==> config.mk <==
export PLATFORM = sky130hd
export DESIGN_NAME = pipe4
export DESIGN_NICKNAME = d
export VERILOG_FILES = /design/src/rtl/pipe4.sv
export SDC_FILE = /design/constraint.sdc
export NUM_CORES = 1
export LEC_CHECK = 0
export ABC_CLOCK_PERIOD_IN_PS = 3100
export CAP_MARGIN = 20
export CORE_ASPECT_RATIO = 1.75
export CORE_MARGIN = 2
export CORE_UTILIZATION = 43
export CTS_BUF_LIST = sky130_fd_sc_hd__clkbuf_8
export DETAILED_ROUTE_END_ITERATION = 10
export HOLD_SLACK_MARGIN = 0.05
export PLACE_DENSITY = 0.9
export SYNTH_ARGS = -nofsm -noshare
export SYNTH_HDL_FRONTEND = slang
export SYNTH_SLANG_ARGS = --single-unit
==> constraint.sdc <==
create_clock -name clk -period 3.1 [get_ports clk]
set_input_delay 0.62 -clock clk [delete_from_list [all_inputs] [get_ports clk]]
set_output_delay 0.62 -clock clk [all_outputs]
set_load 0.005 [all_outputs]
==> src/rtl/pipe4.sv <==
// pipe4: memory-access stage. Registers the execute payload, captures the data-RAM
// read word on the first cycle of occupancy and aligns/extends load data.
// Optional forwarding port enabled by defining PIPE4_FWD_EN.
module pipe4 (
    input  logic        clk,
    input  logic        resetn,
    input  logic        flush,

    input  logic        valid_in,
    output logic        allow_in,
    output logic        valid_out,
    input  logic        allow_out,

    input  logic [5:0]  ex_in,
    output logic [5:0]  ex_out,
    input  logic [31:0] pc_in,
    output logic [31:0] pc_out,
    input  logic [4:0]  dest_in,
    output logic [4:0]  dest_out,
    input  logic [31:0] ctrl_info_in,
    output logic [31:0] ctrl_info_out,
    input  logic [31:0] ctrl_info2_in,
    output logic [31:0] ctrl_info2_out,
    input  logic [31:0] mem_value_in,
    input  logic [1:0]  offset_in,

    input  logic [31:0] data_ram_dout,

    output logic [31:0] wb_value,
    output logic        reg_we_out,
    output logic        fwd_valid,
    output logic [4:0]  fwd_dest,
    output logic [31:0] fwd_value
);

    logic        valid;
    logic        fresh;
    logic        accept;
    logic [31:0] ld_buf;

    logic [5:0]  ex_r;
    logic [31:0] pc_r;
    logic [4:0]  dest_r;
    logic [31:0] ctrl_r;
    logic [31:0] ctrl2_r;
    logic [31:0] mem_value_r;
    logic [1:0]  offset_r;

    logic        reg_we;
    logic        load_op;
    logic [4:0]  load_type;
    logic        no_ex;
    logic [31:0] raw_word;
    logic [7:0]  ld_byte;
    logic [15:0] ld_half;
    logic [31:0] aligned;

    // ready_to_go is constant 1, so the stage drains whenever pipe5 accepts
    assign allow_in  = !valid || allow_out;
    assign valid_out = valid & ~flush;
    assign accept    = valid_in & allow_in & ~flush;

    always_ff @(posedge clk or negedge resetn) begin
        if (!resetn) begin
            valid <= 1'b0;
        end else if (flush) begin
            valid <= 1'b0;
        end else if (allow_in) begin
            valid <= valid_in;
        end
    end

    // RAM data is only valid in the first occupied cycle; hold it for stalls
    always_ff @(posedge clk or negedge resetn) begin
        if (!resetn) begin
            fresh  <= 1'b0;
            ld_buf <= '0;
        end else begin
            fresh <= accept;
            if (fresh) begin
                ld_buf <= data_ram_dout;
            end
        end
    end

    always_ff @(posedge clk or negedge resetn) begin
        if (!resetn) begin
            ex_r        <= '0;
            pc_r        <= '0;
            dest_r      <= '0;
            ctrl_r      <= '0;
            ctrl2_r     <= '0;
            mem_value_r <= '0;
            offset_r    <= '0;
        end else if (accept) begin
            ex_r        <= ex_in;
            pc_r        <= pc_in;
            dest_r      <= dest_in;
            ctrl_r      <= ctrl_info_in;
            ctrl2_r     <= ctrl_info2_in;
            mem_value_r <= mem_value_in;
            offset_r    <= offset_in;
        end
    end

    assign reg_we    = ctrl_r[27];
    assign load_op   = ctrl_r[11];
    assign load_type = ctrl_r[10:6];
    assign no_ex     = ~|ex_r;
    assign raw_word  = fresh ? data_ram_dout : ld_buf;

    always_comb begin
        ld_byte = raw_word[7:0];
        case (offset_r)
            2'd0:    ld_byte = raw_word[7:0];
            2'd1:    ld_byte = raw_word[15:8];
            2'd2:    ld_byte = raw_word[23:16];
            default: ld_byte = raw_word[31:24];
        endcase
        ld_half = offset_r[1] ? raw_word[31:16] : raw_word[15:0];
    end

    // Zero or multi-hot load_type falls back to the raw word
    always_comb begin
        aligned = raw_word;
        case (load_type)
            5'b00001: aligned = raw_word;
            5'b00010: aligned = {{24{ld_byte[7]}}, ld_byte};
            5'b00100: aligned = {24'd0, ld_byte};
            5'b01000: aligned = {{16{ld_half[15]}}, ld_half};
            5'b10000: aligned = {16'd0, ld_half};
            default:  aligned = raw_word;
        endcase
    end

    assign wb_value   = (load_op & no_ex) ? aligned : mem_value_r;
    assign reg_we_out = reg_we & valid & no_ex;

    assign ex_out         = ex_r;
    assign pc_out         = pc_r;
    assign dest_out       = dest_r;
    assign ctrl_info_out  = ctrl_r;
    assign ctrl_info2_out = ctrl2_r;

`ifdef PIPE4_FWD_EN
    assign fwd_valid = valid & reg_we & no_ex;
    assign fwd_dest  = dest_r;
    assign fwd_value = wb_value;
`else
    assign fwd_valid = 1'b0;
    assign fwd_dest  = '0;
    assign fwd_value = '0;
`endif

endmodule

; ---- Yosys cells after proc, flatten, opt, wreduce, memory -nomap -nowiden
; Cells that the tools add are included.
[word_totals]
ff_bits = 175
in_bits = 178
out_inout_bits = 180
elab_cells = 36
[op_classes]
n_eq_ne = 6
mux = 7
bitwise = 7
n_reduce_logical = 6
[ops]
columns = op, count
row1 = one-hot mux 32 bit (4 select lines), 1
row2 = 2-to-1 mux 32 bit, 2
row3 = one-hot mux 8 bit (3 select lines), 1
row4 = 2-to-1 mux 16 bit, 1
row5 = bitwise AND 1 bit, 6
row6 = OR reduction 6 bit, 1
row7 = equality test 5 x 2 -> 1 bit (second input constant), 1
row8 = equality test 5 x 3 -> 1 bit (second input constant), 1
row9 = equality test 5 x 4 -> 1 bit (second input constant), 1
row10 = equality test 5 bit (second input constant), 1
row11 = equality test 2 x 1 -> 1 bit (second input constant), 1
row12 = equality test 2 bit (second input constant), 1
row13 = logical NOT 1 bit, 2
row14 = logical NOT 2 bit, 1
row15 = 2-to-1 mux 1 bit, 2
row16 = nonzero test 2 bit, 1
row17 = logical OR 1 bit, 1
row18 = inverter 1 bit, 1

; ---- Longest topological paths before layout
; Gate-level depths: netlist of run 1.
[logic_depth]
ltp_word = 4
mapped_depth = 8

; ---- Worst setup path after synthesis of run 1
; Ideal clock, no wire load.
[synth_path]
path_type = reg2out
from = register ctrl_r[9], in the netlist ctrl_info_out[9]
to = output wb_value[2]
arrival_ps = 1880
required_time_ps = 2480
slack_ps = 600
stages_incl_launch_ff = 7
path_cell_list = dfrtp_1 buf_6 or4b_4 a21oi_4 o21ai_2 a2111o_1 o22a_1
[synth_between]
elab_chain_len = 3
[synth_rtl]
columns = element, line_no
row1 = from (decl), 44  ; logic [31:0] ctrl_r;
row2 = from (signal assigned), 99  ; ctrl_r <= ctrl_info_in;
row3 = equality test 5 bit (tied with other cells), 126  ; case (load_type)
row4 = one-hot mux 32 bit (4 select lines) *, 126
row5 = 2-to-1 mux 32 bit *, 136  ; assign wb_value = (load_op & no_ex) ? aligned : mem_value_r;
row6 = to (decl), 29  ; output logic [31:0] wb_value,
; Mark *: on every way between the ends. The rest lies on a longest branch, timed or not.

; ---- Worst setup path in the final report of run 1
[layout_path]
from = register fresh
to = output wb_value[27]
[layout_between]
elab_chain_len = 4
[layout_rtl]
columns = element, line_no
row1 = from (decl), 37  ; logic fresh;
row2 = from (signal assigned), 79  ; fresh <= accept;
row3 = 2-to-1 mux 32 bit *, 110  ; assign raw_word = fresh ? data_ram_dout : ld_buf;
row4 = one-hot mux 8 bit (3 select lines) / 2-to-1 mux 16 bit (equally long branches), "114, 120"
row5 = one-hot mux 32 bit (4 select lines) *, 126
row6 = 2-to-1 mux 32 bit *, 136
; Marks and branches as above.

==> metrics, run 1 <==
status=finished with violations; failing checks=negative setup slack; CP Launch Point=fresh; CTS H-tree depth=4; CTS tree=built; Worst path most repeated cell=buf_6; count leader, synth=dfrtp_1; number of max-cap violations=0; Post-Route WL=26300 um; Final Hold Viols=0; max-slew violation count=0; Synth Instances=610; Req. time, crit path=2.48 ns; Clock power frac=26.8%; Lkg Pwr=5.26 nW; std cell rows=66; mapped cell area=8010 um2; routed vias=6470; Sw Pwr=~1.9 mW; via/cell ratio=5.24; area grow syn2layout=57.5%; RD Place Congestion=about 0.91; GRT Total Usage=26.0%; Die Y=between 150 and 200 um; final critical-path share of the clock period=105%; RSZ-0062 raised after global routing=true; warning count from the yosys run=0; Clock Latency Late Sink=0.45 ns; die area=19800 um2; initial DRC count=slightly below 200; Post-Syn Area per Cell=between 10 and 15 um2; Top-Level Pins=358; number of synthesized flops with an enable pin=0; switching share of total power=27.5%; fmax=308 MHz; CP cell instances=buf_12 > mux2i_4 > mux4_2 > nor2_4 > buf_12 > a31o_4 > buf_6 > buf_6 > buf_6 > o22a_1 > buf_2; combinational share of power=between 30 and 40%; Layout Nets=1159; CP arrival=2.62 ns; critical path peak fanout=5; worst r2r src=valid; clock skew=around 0.013 ns; wire per inst=21.3 um; sequential area share after synthesis=approximately 55%; Slowest cell on crit path=mux4_2; Seq cells post-synth=roughly 180; top post-synthesis cells by area=dfrtp_1 55%, mux2_2 23%, buf_4 3.7%, mux4_2 2.5%, nor2_1 1.3%; Hold Crit Class=in -> async; DRC=0; CTS Buf Count=17; pwr dens=~560 nW/um2; maximum vdd ir drop=440 uV; post-synth top area share=54.7%; Fin Setup TNS=-1.07 ns; min cycle time layout=3.24 ns; Netlist cell types=between 40 and 50; Worst Setup End Kind=output port; remaining global-route overflow=0; asr flop ratio synth=between 90% and 100%; clk buf depth=2; critical setup path kind=reg -> out; final setup fails=26; Die W=107 um; Core Region=between 15000 and 20000 um2; PortBufs=between 300 and 400; Internal=between 5 and 6 mW; clock root cell=clkbuf_8; ANT nets after route=0; most frequent cells after synthesis=175 x dfrtp_1, 161 x mux2_2, 39 x buf_4; Yosys top cell by area=dfrtp_1; main flop type after synthesis=dfrtp_1; initial antenna violation count=5; CTS Sinks=175; Clk pin slew, worst setup/hold paths=0.09 ns; largest net degree at the start of global routing=78; Initial Util=43.5%; first-pass GRT wire length=38500 um; Final WS setup=-0.142 ns; startpoint types=flip-flop; CP max stage delay=about 0.5 ns; DP HPWL=19100 um; layout cells sized above 1=36.2%; WHS=0.0609 ns; number of global-route vias before repair=6982; sequential share of power=between 40% and 50%; fillers=1249; Detailed Routing Iterations Pass 1=4
## routing by layer
metal  part of all wire, %  vias up  GRT usage [%]
met1                    34     3218           27.2
li1                      -     2852              -
met3                   7.7       70           7.46
met4                   5.0        0           13.7
met2                    53      330           46.3
met5                     0        -              0
## through the flow
step                      std cells  util, %  worst slack [ns]  power (mW)  instance area (um2)
final                          1234     68.5            -0.142        7.05                12600
after detailed placement       1169     62.8            -0.350        4.97                11600
after floorplan                 647        -             0.600        3.73                 8150
after global routing           1233     68.5            -0.242        7.37                12600
after CTS                      1224     66.9            -0.160        6.93                12300
after global placement         1169     62.8            -0.328        4.89                11600
## worst paths after layout
check / to / slack (ns) / cells past startpoint
worst min register to register: mem_value_r[7] / 0.51 / 1
worst max register to register: dest_out[0] / 1.17 / 5
max in group asynchronous: pc_out[25] / 2.27 / 2
worst min-delay path: ctrl_info2_out[26] / 0.06 / 1
min in group clk: mem_value_r[7] / 0.51 / 1
worst max-delay path: wb_value[27] / -0.14 / 11
## critical path: cells and delay by family, from the launching register on
kind | cells | cell delay [ns]
multiplexers | 2 | 0.69
buffers and inverters | 6 | 0.67
flip-flops | 1 | 0.44
AO/OA/AOI/OAI | 2 | 0.23
AND/OR/NAND/NOR | 1 | 0.12
## sequential cells by signal, indices dropped and copies added (netlist names)
name            count
ctrl_info2_out     32
ctrl_info_out      32
dest_out            5
ex_out              6
fresh               1
ld_buf             32
mem_value_r        32
offset_r            2
pc_out             32
valid               1
## power groups by stage
stage	Clock [mW]	Sequential [mW]	Combinational, mW
after floorplan	0	2.90	0.831
after global placement	0	2.91	1.99
after detailed placement	0	2.94	2.03
after CTS	1.93	2.90	2.10
after global routing	2.02	2.95	2.39
final	1.89	2.90	2.26
## cells in the final DEF, fill, tap and decap left out, drive strengths merged, types with 3 or more instances in the layout
cell,synthesis,routed
clkdlybuf4s50,0,282
dfrtp,175,175
mux2,161,161
buf,62,100
conb,1,38
nor2,29,29
nand2,25,25
clkbuf,13,22
inv,18,19
o21ai,19,19
a31oi,13,14
mux2i,10,10
nand2b,10,10
mux4,9,9
o22a,9,9
bufinv,0,6
a21oi,6,6
o32a,5,5
a41oi,5,5
diode,0,4
o211ai,4,4
nor2b,4,4
dlygate4sd2,0,4
nand3b,3,3
nor3,3,3
o22ai,3,3
clkinv,0,3
## cells by family after synthesis
family,after synthesis,share of synthesized area [%]
buf+inv,93,6.56
simple gates,85,5.26
mux,180,26.4
other cells,1,0.0468
flops,175,54.7
xor+xnor,2,0.219
compound gates,74,6.84
## layout make-up
type	count	area, um2	area share [%]
inverters	18	67.6	0.536
well taps	238	298	2.36
clock inverters	11	214	1.70
clock buffers	19	262	2.07
repair buffers	389	3800	30.1
multi-input cells	380	3590	28.4
flip-flops and latches	175	4380	34.7
diodes	4	10.0	0.0793
## what timing repair did
action	in CTS	in global routing
hold endpoints to repair	0	0
buffers inserted	26	7
resized for setup	147	81
cloned	1	1
hold buffers	0	0
pin swaps	20	30
setup endpoints to repair	32	32
Note: power is estimated with default switching activity, not from simulation.
==> inputs of run 2 (changes only) <==
Settings changed: SLEW_MARGIN set to 20.
==> results of run 2 <==
The final DEF is identical to that of run 1; final timing and power are the same.
